[src/rtl/transmitter.sv]
// UART transmitter: start bit, 8 data bits LSB first, optional parity, 1 or 2 stop bits.
// A one-entry holding buffer lets the next byte queue up so frames run back-to-back.
module transmitter #(
  parameter int CLKS_PER_BIT = 10416,
  parameter int PARITY       = 0,      // 0 = none, 1 = even, 2 = odd
  parameter int STOP_BITS    = 1
) (
  input  logic       clk,
  input  logic       rst,
  input  logic [7:0] txddata,
  input  logic       tvalid,
  output logic       tready,
  output logic       txd,
  output logic       tbusy,
  output logic       tdone
);

  localparam int CNT_W = (CLKS_PER_BIT > 1) ? $clog2(CLKS_PER_BIT) : 1;
  localparam logic [CNT_W-1:0] CNT_MAX   = CNT_W'(CLKS_PER_BIT - 1);
  localparam logic [2:0]       STOP_LAST = 3'(STOP_BITS - 1);
  localparam logic             ODD_PAR   = (PARITY == 2);

  typedef enum logic [2:0] {
    S_IDLE,
    S_START,
    S_DATA,
    S_PARITY,
    S_STOP
  } state_e;

  state_e           state_q, state_d;
  logic [CNT_W-1:0] cnt_q, cnt_d;
  logic [2:0]       idx_q, idx_d;
  logic [7:0]       shift_q, shift_d;
  logic             par_q, par_d;
  logic             txd_q, txd_d;
  logic             done_q, done_d;
  logic             buf_full_q, buf_full_d;
  logic [7:0]       buf_data_q, buf_data_d;

  logic bit_end;
  logic load;

  always_comb begin
    // NOTE: every signal gets a default before any branch so no path leaves it
    // unassigned; otherwise synthesis infers a latch to hold the old value.
    state_d    = state_q;
    cnt_d      = cnt_q;
    idx_d      = idx_q;
    shift_d    = shift_q;
    par_d      = par_q;
    txd_d      = txd_q;
    done_d     = 1'b0;
    buf_full_d = buf_full_q;
    buf_data_d = buf_data_q;
    load       = 1'b0;
    bit_end    = (cnt_q == CNT_MAX);

    if (state_q != S_IDLE) begin
      cnt_d = bit_end ? '0 : cnt_q + 1'b1;
    end

    unique case (state_q)
      S_IDLE: begin
        if (buf_full_q) load = 1'b1;
      end
      S_START: begin
        if (bit_end) begin
          state_d = S_DATA;
          idx_d   = 3'd0;
          txd_d   = shift_q[0];
          shift_d = shift_q >> 1;
        end
      end
      S_DATA: begin
        if (bit_end) begin
          if (idx_q == 3'd7) begin
            if (PARITY != 0) begin
              state_d = S_PARITY;
              txd_d   = par_q;
            end else begin
              state_d = S_STOP;
              txd_d   = 1'b1;
              idx_d   = 3'd0;
            end
          end else begin
            idx_d   = idx_q + 3'd1;
            txd_d   = shift_q[0];
            shift_d = shift_q >> 1;
          end
        end
      end
      S_PARITY: begin
        if (bit_end) begin
          state_d = S_STOP;
          txd_d   = 1'b1;
          idx_d   = 3'd0;
        end
      end
      S_STOP: begin
        if (bit_end) begin
          if (idx_q == STOP_LAST) begin
            done_d = 1'b1;
            // A queued byte starts its frame on this same edge: no idle gap.
            if (buf_full_q) begin
              load = 1'b1;
            end else begin
              state_d = S_IDLE;
              txd_d   = 1'b1;
            end
          end else begin
            idx_d = idx_q + 3'd1;
          end
        end
      end
      default: state_d = S_IDLE;
    endcase

    if (load) begin
      state_d    = S_START;
      cnt_d      = '0;
      shift_d    = buf_data_q;
      par_d      = (^buf_data_q) ^ ODD_PAR;
      txd_d      = 1'b0;
      buf_full_d = 1'b0;
    end

    // Accept needs an empty buffer before the edge, so it never collides with a load.
    if (tvalid && !buf_full_q) begin
      buf_full_d = 1'b1;
      buf_data_d = txddata;
    end
  end

  always_ff @(posedge clk or negedge rst) begin
    if (!rst) begin
      state_q    <= S_IDLE;
      cnt_q      <= '0;
      idx_q      <= 3'd0;
      shift_q    <= 8'd0;
      par_q      <= 1'b0;
      txd_q      <= 1'b1;
      done_q     <= 1'b0;
      buf_full_q <= 1'b0;
      buf_data_q <= 8'd0;
    end else begin
      // NOTE: non-blocking assignments make every register update from the
      // pre-edge values, matching the hardware regardless of statement order.
      state_q    <= state_d;
      cnt_q      <= cnt_d;
      idx_q      <= idx_d;
      shift_q    <= shift_d;
      par_q      <= par_d;
      txd_q      <= txd_d;
      done_q     <= done_d;
      buf_full_q <= buf_full_d;
      buf_data_q <= buf_data_d;
    end
  end

  assign tready = !buf_full_q;
  assign txd    = txd_q;
  assign tbusy  = (state_q != S_IDLE);
  assign tdone  = done_q;

endmodule

[config.mk]
export PLATFORM = sky130hd
export DESIGN_NAME = transmitter
export DESIGN_NICKNAME = d
export VERILOG_FILES = /design/src/rtl/transmitter.sv
export SDC_FILE = /design/constraint.sdc
export NUM_CORES = 1
export LEC_CHECK = 0
export BUFFER_PORTS_ARGS = -buffer_cell sky130_fd_sc_hd__buf_2
export CORE_UTILIZATION = 55
export CTS_BUF_LIST = sky130_fd_sc_hd__clkbuf_4
export DETAILED_ROUTE_END_ITERATION = 12
export PLACE_DENSITY = 0.74
export SLEW_MARGIN = 0
export SYNTH_ARGS = -nofsm -noshare
export SYNTH_HDL_FRONTEND = slang
export SYNTH_SLANG_ARGS = --single-unit
[constraint.sdc]
create_clock -name clk -period 2.9 [get_ports clk]
set_clock_uncertainty 0.2 [all_clocks]
set_input_delay 0 -clock clk [delete_from_list [all_inputs] [get_ports clk]]
set_output_delay 0 -clock clk [all_outputs]
set_load 0.01 [all_outputs]
-- Word level (Yosys, flattened, before mapping)
Cells that the tools add are included.
- flip-flop bits (word level): 39
- output and inout bits: 4
- mux-type cells: 41
- add/sub/neg operators: 2
- reduce and logical (&&, ||, !) cells: 15
- equal/unequal tests: 19
- operators with widths (kind ; number):
    $mux 14 ; 3
    $mux 3 ; 13
    $mux 8 ; 4
    $ne 3x3->1 const B ; 8
    $mux 1 ; 16
    $pmux 8 s2 ; 1
    $pmux 3 s5 ; 1
    $add 14x1->14 const B ; 1
    $eq 14x14->1 const B ; 1
    $pmux 3 s3 ; 1
    $reduce_bool 3->1 ; 3
    $ne 2x2->1 const B ; 4
    $reduce_and 8->1 ; 1
    $reduce_and 7->1 ; 1
    $eq 3x2->1 const B ; 2
    $eq 3x3->1 const B ; 2
    $logic_not 3->1 ; 2
    $reduce_and 5->1 ; 1
    $reduce_bool 5->1 ; 1
    $pmux 1 s4 ; 1
    $reduce_and 4->1 ; 1
    $reduce_bool 2->1 ; 2
    $add 3x1->3 const B ; 1
    $eq 3x1->1 const B ; 1
    other kinds (5) ; 5

-- Depth between registers and ports, before layout
- depth after elaboration: 6
- depth in mapped cells: 8

-- Worst setup path after synthesis
Ideal clock, no wire load.
- path kind: register -> register
- start: register idx_q[0]
- end: register shift_q[2]
- slack: 450 ps
- period minus slack after synthesis: 2450 ps
- data arrival time: 2125 ps
- stages on the path, launching flop included: 9
- data required time: 2575 ps
- cells stage by stage: dfrtp_1 ha_1 ha_1 or3b_2 a21oi_1 nand2_2 buf_6 mux2_4 mux2_4
- cells in the longest elaborated chain, start to end: 6
- elaborated cells between the ends (all ways): 11
- ends and longest elaborated chain (what ; line ; text):
    start, declared ; 33 ; logic [2:0] idx_q, idx_d;
    start signal, assigned ; 151 ; idx_q <= idx_d;
    $logic_not 3->1 ; 102 ; if (idx_q == STOP_LAST) begin
    $mux 1 ; 102 ;
    $mux 1 ; 101 ; if (bit_end) begin
    $pmux 1 s2 ; 63 ; unique case (state_q)
    $ne 3x3->1 (no source line) or $reduce_bool 3->1 (tied branches) ; -- ;
    $reduce_and 4->1 (no source line) ; -- ;
    end signal, assigned ; 152 ; shift_q <= shift_d;
    end, declared ; 34 ; logic [7:0] shift_q, shift_d;
Several ways; a longest one is shown, not always the timed one.
A chain may end at the register's enable or synchronous reset.

-- Worst setup path in the final report
- start: register idx_q[0]
- end: register shift_q[5]
Same word-level chain as after synthesis.

==> flow_metrics.env <==
export IMPL_slowest_stage="or3b_2"
export IMPL_drv_slew=0
export IMPL_die_area_um2=3970
export IMPL_clk_path_buf_depth=2
export IMPL_synthArstFlopShare_pct=100
export IMPL_firstDrtPassIters=4
export IMPL_finalSetupTns_ns=0
export IMPL_clk_latency_ns=0.36
export IMPL_core_area_um2=3440
export IMPL_finalCriticalPeriod_ns=2.64
export IMPL_ant_nets=0
export IMPL_syn_area_um2=2050
export IMPL_ff2ff_path_depth=7
export IMPL_rows=21
export IMPL_antenna_cells=0
export IMPL_die_h_um=63.0
export IMPL_vias=1568
export IMPL_clock_sinks=39
export IMPL_synth_ff_latch_count=39
export IMPL_finalSetupViolations=0
export IMPL_synth_enable_flop_cells=0
export IMPL_portBuffers=14
export IMPL_grt_use_met1_pct=31.1
export IMPL_grt_pass1_vias=1512
export IMPL_track_usage_pct=23.9
export IMPL_ios=15
export IMPL_place_gp_congestion=0.826
export IMPL_start_kind="flip-flop"
export IMPL_r2r_slack_ns=0.26
export IMPL_min_period_over_period_pct=91.0
export IMPL_ys_seq_area_share_pct=47.7
export IMPL_wl_per_cell_um=15.2
export IMPL_cts_max_level=2
export IMPL_routed_wl_um=4160
export IMPL_yosysWarnings=0
export IMPL_top_usage_layer="met2"
export IMPL_cts_tree="yes"
export IMPL_ys_types=46
export IMPL_synth_compound_area_share_pct=13.0
export IMPL_cpLargestDelayFamily="simple AND/OR/NAND/NOR gates"
export IMPL_path_max_fanout=11
export IMPL_numCtsBuffers=5
export IMPL_viasPerCell=5.72
export IMPL_use_met3_pct=6.39
export IMPL_grt_ovfl_total=0
export IMPL_die_w_um=63.0
export IMPL_ctsResizeCount=0
export IMPL_worst_slack_ns=0.260
export IMPL_end_kind="flip-flop"
export IMPL_critical_path_class="flip-flop to flip-flop"
export IMPL_critPathRequiredTime_ns=2.95
export IMPL_area_growth_pct=16.2
export IMPL_fin_hold_ws_ns=0.0817
export IMPL_hpwl_um=2920
export IMPL_outcome="finished, final reports clean"
export IMPL_synth_ff_type="dfrtp_1"
export IMPL_timing_rr_start="idx_q[0]$_DFFE_PN0P_"
export IMPL_cts_setup_buffers=0
export IMPL_antenna_found_initial=0
export IMPL_crit_chain="ha_1, ha_1, or3b_2, a21oi_1, nand2_2, mux2_4, mux2_4"
export IMPL_timing_critical_path_buf_inv=0
export IMPL_cts_root_buf="clkbuf_4"
export IMPL_synth_top_family_by_area="simple AND/OR/NAND/NOR gates"
export IMPL_hold_viol_final=0
export IMPL_grt_pass1_wl_um=7130
export IMPL_syn_avg_cell_area_um2=10.3
export IMPL_max_freq_mhz=379
export IMPL_worstMarginPinSlew_ns=0.861
export IMPL_clk_pin_slew_ns=0.12
export IMPL_grtUsageMet2_pct=37.5
export IMPL_rsz0062_at_grt="no"
export IMPL_drive_above_1_share_pct=21.9
export IMPL_relSlewSlack_pct=42.6
export IMPL_power_density_nw_per_um2=717
export IMPL_synth_xor_area_share_pct=2.57
export IMPL_n_fill_cell=250
export IMPL_cp_arrival_ns=2.69
export IMPL_synth_fa_ha_area_share_pct=2.44
export IMPL_p_leak_nw=1.11
export IMPL_drc=0
export IMPL_grt_max_degree=40
export IMPL_pre_cts_slack_ns=0.292
export IMPL_cap_violations=0
export IMPL_synth_nets=214
export IMPL_initial_core_util_pct=59.5
export IMPL_cpPeakStageDelay_ns=0.45
export IMPL_synthMuxAreaShare_pct=11.8
export IMPL_cp_depth=7
export IMPL_hold_path_class="input port to asynchronous set/reset pin"
export IMPL_synthCells=199
export IMPL_nets=242
export IMPL_vdd_drop_max_v=0.000510
export IMPL_synthSimpleGateAreaFrac_pct=19.4
export IMPL_drt_iter0_drc=112
export IMPL_rr_endpoint="shift_q[5]$_DFFE_PN0P_"
[cell type report]
| type | instances | area [um^2] | share of cell area, % |
|---|---|---|---|
| clock inverter | 3 | 67.6 | 2.84 |
| tap | 46 | 57.6 | 2.42 |
| sequential | 39 | 977 | 41.1 |
| timing repair buffer | 28 | 203 | 8.52 |
| multi-input combinational | 145 | 1010 | 42.3 |
| clock buffer | 5 | 37.5 | 1.58 |
| inverter | 8 | 30.0 | 1.26 |
[through the flow]
stage	power (mW)	instance area [um^2]	instances	utilization (%)
floorplan	1.13	2050	199	-
global placement	1.22	2160	255	62.9
detailed placement	1.25	2160	255	62.9
CTS	1.72	2380	274	69.1
global route	1.80	2380	274	69.1
finish	1.71	2380	274	69.1
[flip-flops by register name (all words and copies together), names as in the netlist]
name,count
cnt_q,14
buf_data_q,8
shift_q,8
idx_q,3
state_q,3
buf_full_q,1
tdone,1
txd,1
[worst max path at each step]
stage / startpoint / endpoint / slack [ns]
2_1_floorplan: idx_q[0]$_DFFE_PN0P_ / shift_q[2]$_DFFE_PN0P_ / 0.45
3_3_place_gp: idx_q[0]$_DFFE_PN0P_ / shift_q[3]$_DFFE_PN0P_ / 0.39
3_5_place_dp: idx_q[0]$_DFFE_PN0P_ / shift_q[5]$_DFFE_PN0P_ / 0.29
4_1_cts: idx_q[0]$_DFFE_PN0P_ / shift_q[5]$_DFFE_PN0P_ / 0.27
5_1_grt: idx_q[0]$_DFFE_PN0P_ / shift_q[3]$_DFFE_PN0P_ / 0.13
6_report: idx_q[0]$_DFFE_PN0P_ / shift_q[5]$_DFFE_PN0P_ / 0.26
[worst reg2reg max path, delay by kind of cell, from the launching register on]
kind | cells | cell delay, ns
multiplexers | 2 | 0.60
AO/OA/AOI/OAI | 1 | 0.24
AND/OR/NAND/NOR | 2 | 0.66
flip-flops | 1 | 0.40
adder cells (fa/ha/maj) | 2 | 0.43
[Yosys cell counts, types with 2 or more instances]
| library cell | n | share of area (%) |
|---|---|---|
| a21oi_1 | 7 | 1.7 |
| a31oi_1 | 4 | 1.2 |
| and3_1 | 2 | 0.61 |
| clkbuf_1 | 6 | 1.1 |
| dfrtp_1 | 38 | 46 |
| ha_1 | 4 | 2.4 |
| inv_1 | 8 | 1.5 |
| mux2_2 | 9 | 4.9 |
| mux2_4 | 6 | 4.4 |
| mux2i_1 | 5 | 2.4 |
| nand2_1 | 20 | 3.7 |
| nand2b_1 | 3 | 0.92 |
| nand3_1 | 4 | 0.98 |
| nand4_1 | 3 | 0.92 |
| nor2_1 | 16 | 2.9 |
| nor2b_1 | 3 | 0.92 |
| nor3_1 | 3 | 0.73 |
| nor4_1 | 3 | 0.92 |
| o21ai_0 | 16 | 3.9 |
| o22ai_1 | 2 | 0.61 |
| o2bb2ai_1 | 3 | 1.3 |
| o31ai_1 | 3 | 1.1 |
| or2_2 | 2 | 0.61 |
| or3_1 | 2 | 0.61 |
| xor2_1 | 6 | 2.6 |
[placed cells by master (no fill, tap or decap), types with 2 or more instances in the layout]
master / synthesis / routed
and3_1: 2 / 2
nor3_1: 3 / 3
mux2_4: 6 / 6
clkbuf_4: 0 / 5
nand2b_1: 3 / 3
a31oi_1: 4 / 4
a21oi_1: 7 / 7
nand4_1: 3 / 3
o22ai_1: 2 / 2
bufinv_16: 0 / 2
ha_1: 4 / 4
dfrtp_1: 38 / 38
nand2_1: 20 / 20
or3_1: 2 / 2
mux2_2: 9 / 9
o21ai_0: 16 / 16
buf_2: 0 / 14
o2bb2ai_1: 3 / 3
buf_4: 0 / 3
xor2_1: 6 / 6
inv_1: 8 / 8
o31ai_1: 3 / 3
nor4_1: 3 / 3
nand3_1: 4 / 4
dlygate4sd3_1: 0 / 11
or2_2: 2 / 2
mux2i_1: 5 / 5
nor2_1: 16 / 16
nor2b_1: 3 / 3
[routing by layer]
metal / share of wire, % / up-vias
li1: - / 772
met1: 45 / 744
met2: 48 / 44
met3: 4.6 / 8
met4: 2.0 / 0
met5: 0 / -
[cells by family (layout without fill, tap and decap cells)]
group	after synthesis	after routing
buffers and inverters	15	44
AOI/OAI and AO/OA	43	43
DFF	39	39
and+or+nand+nor	72	72
xor gates and xnor gates	6	6
muxes	20	20
adders and majority gates	4	4
[power breakdown]
group	total, mW	switching (mW)	internal [mW]
Clock	0.450	0.183	0.268
Sequential	0.838	0.129	0.709
Combinational	0.419	0.180	0.238
Total	1.71	0.492	1.22
[repair_timing]
action,in CTS,in global routing
setup endpoints to repair,0,0
hold buffers,11,0
endpoints found under the hold margin,47,0
No activity file was read; power rests on OpenSTA's default activity.
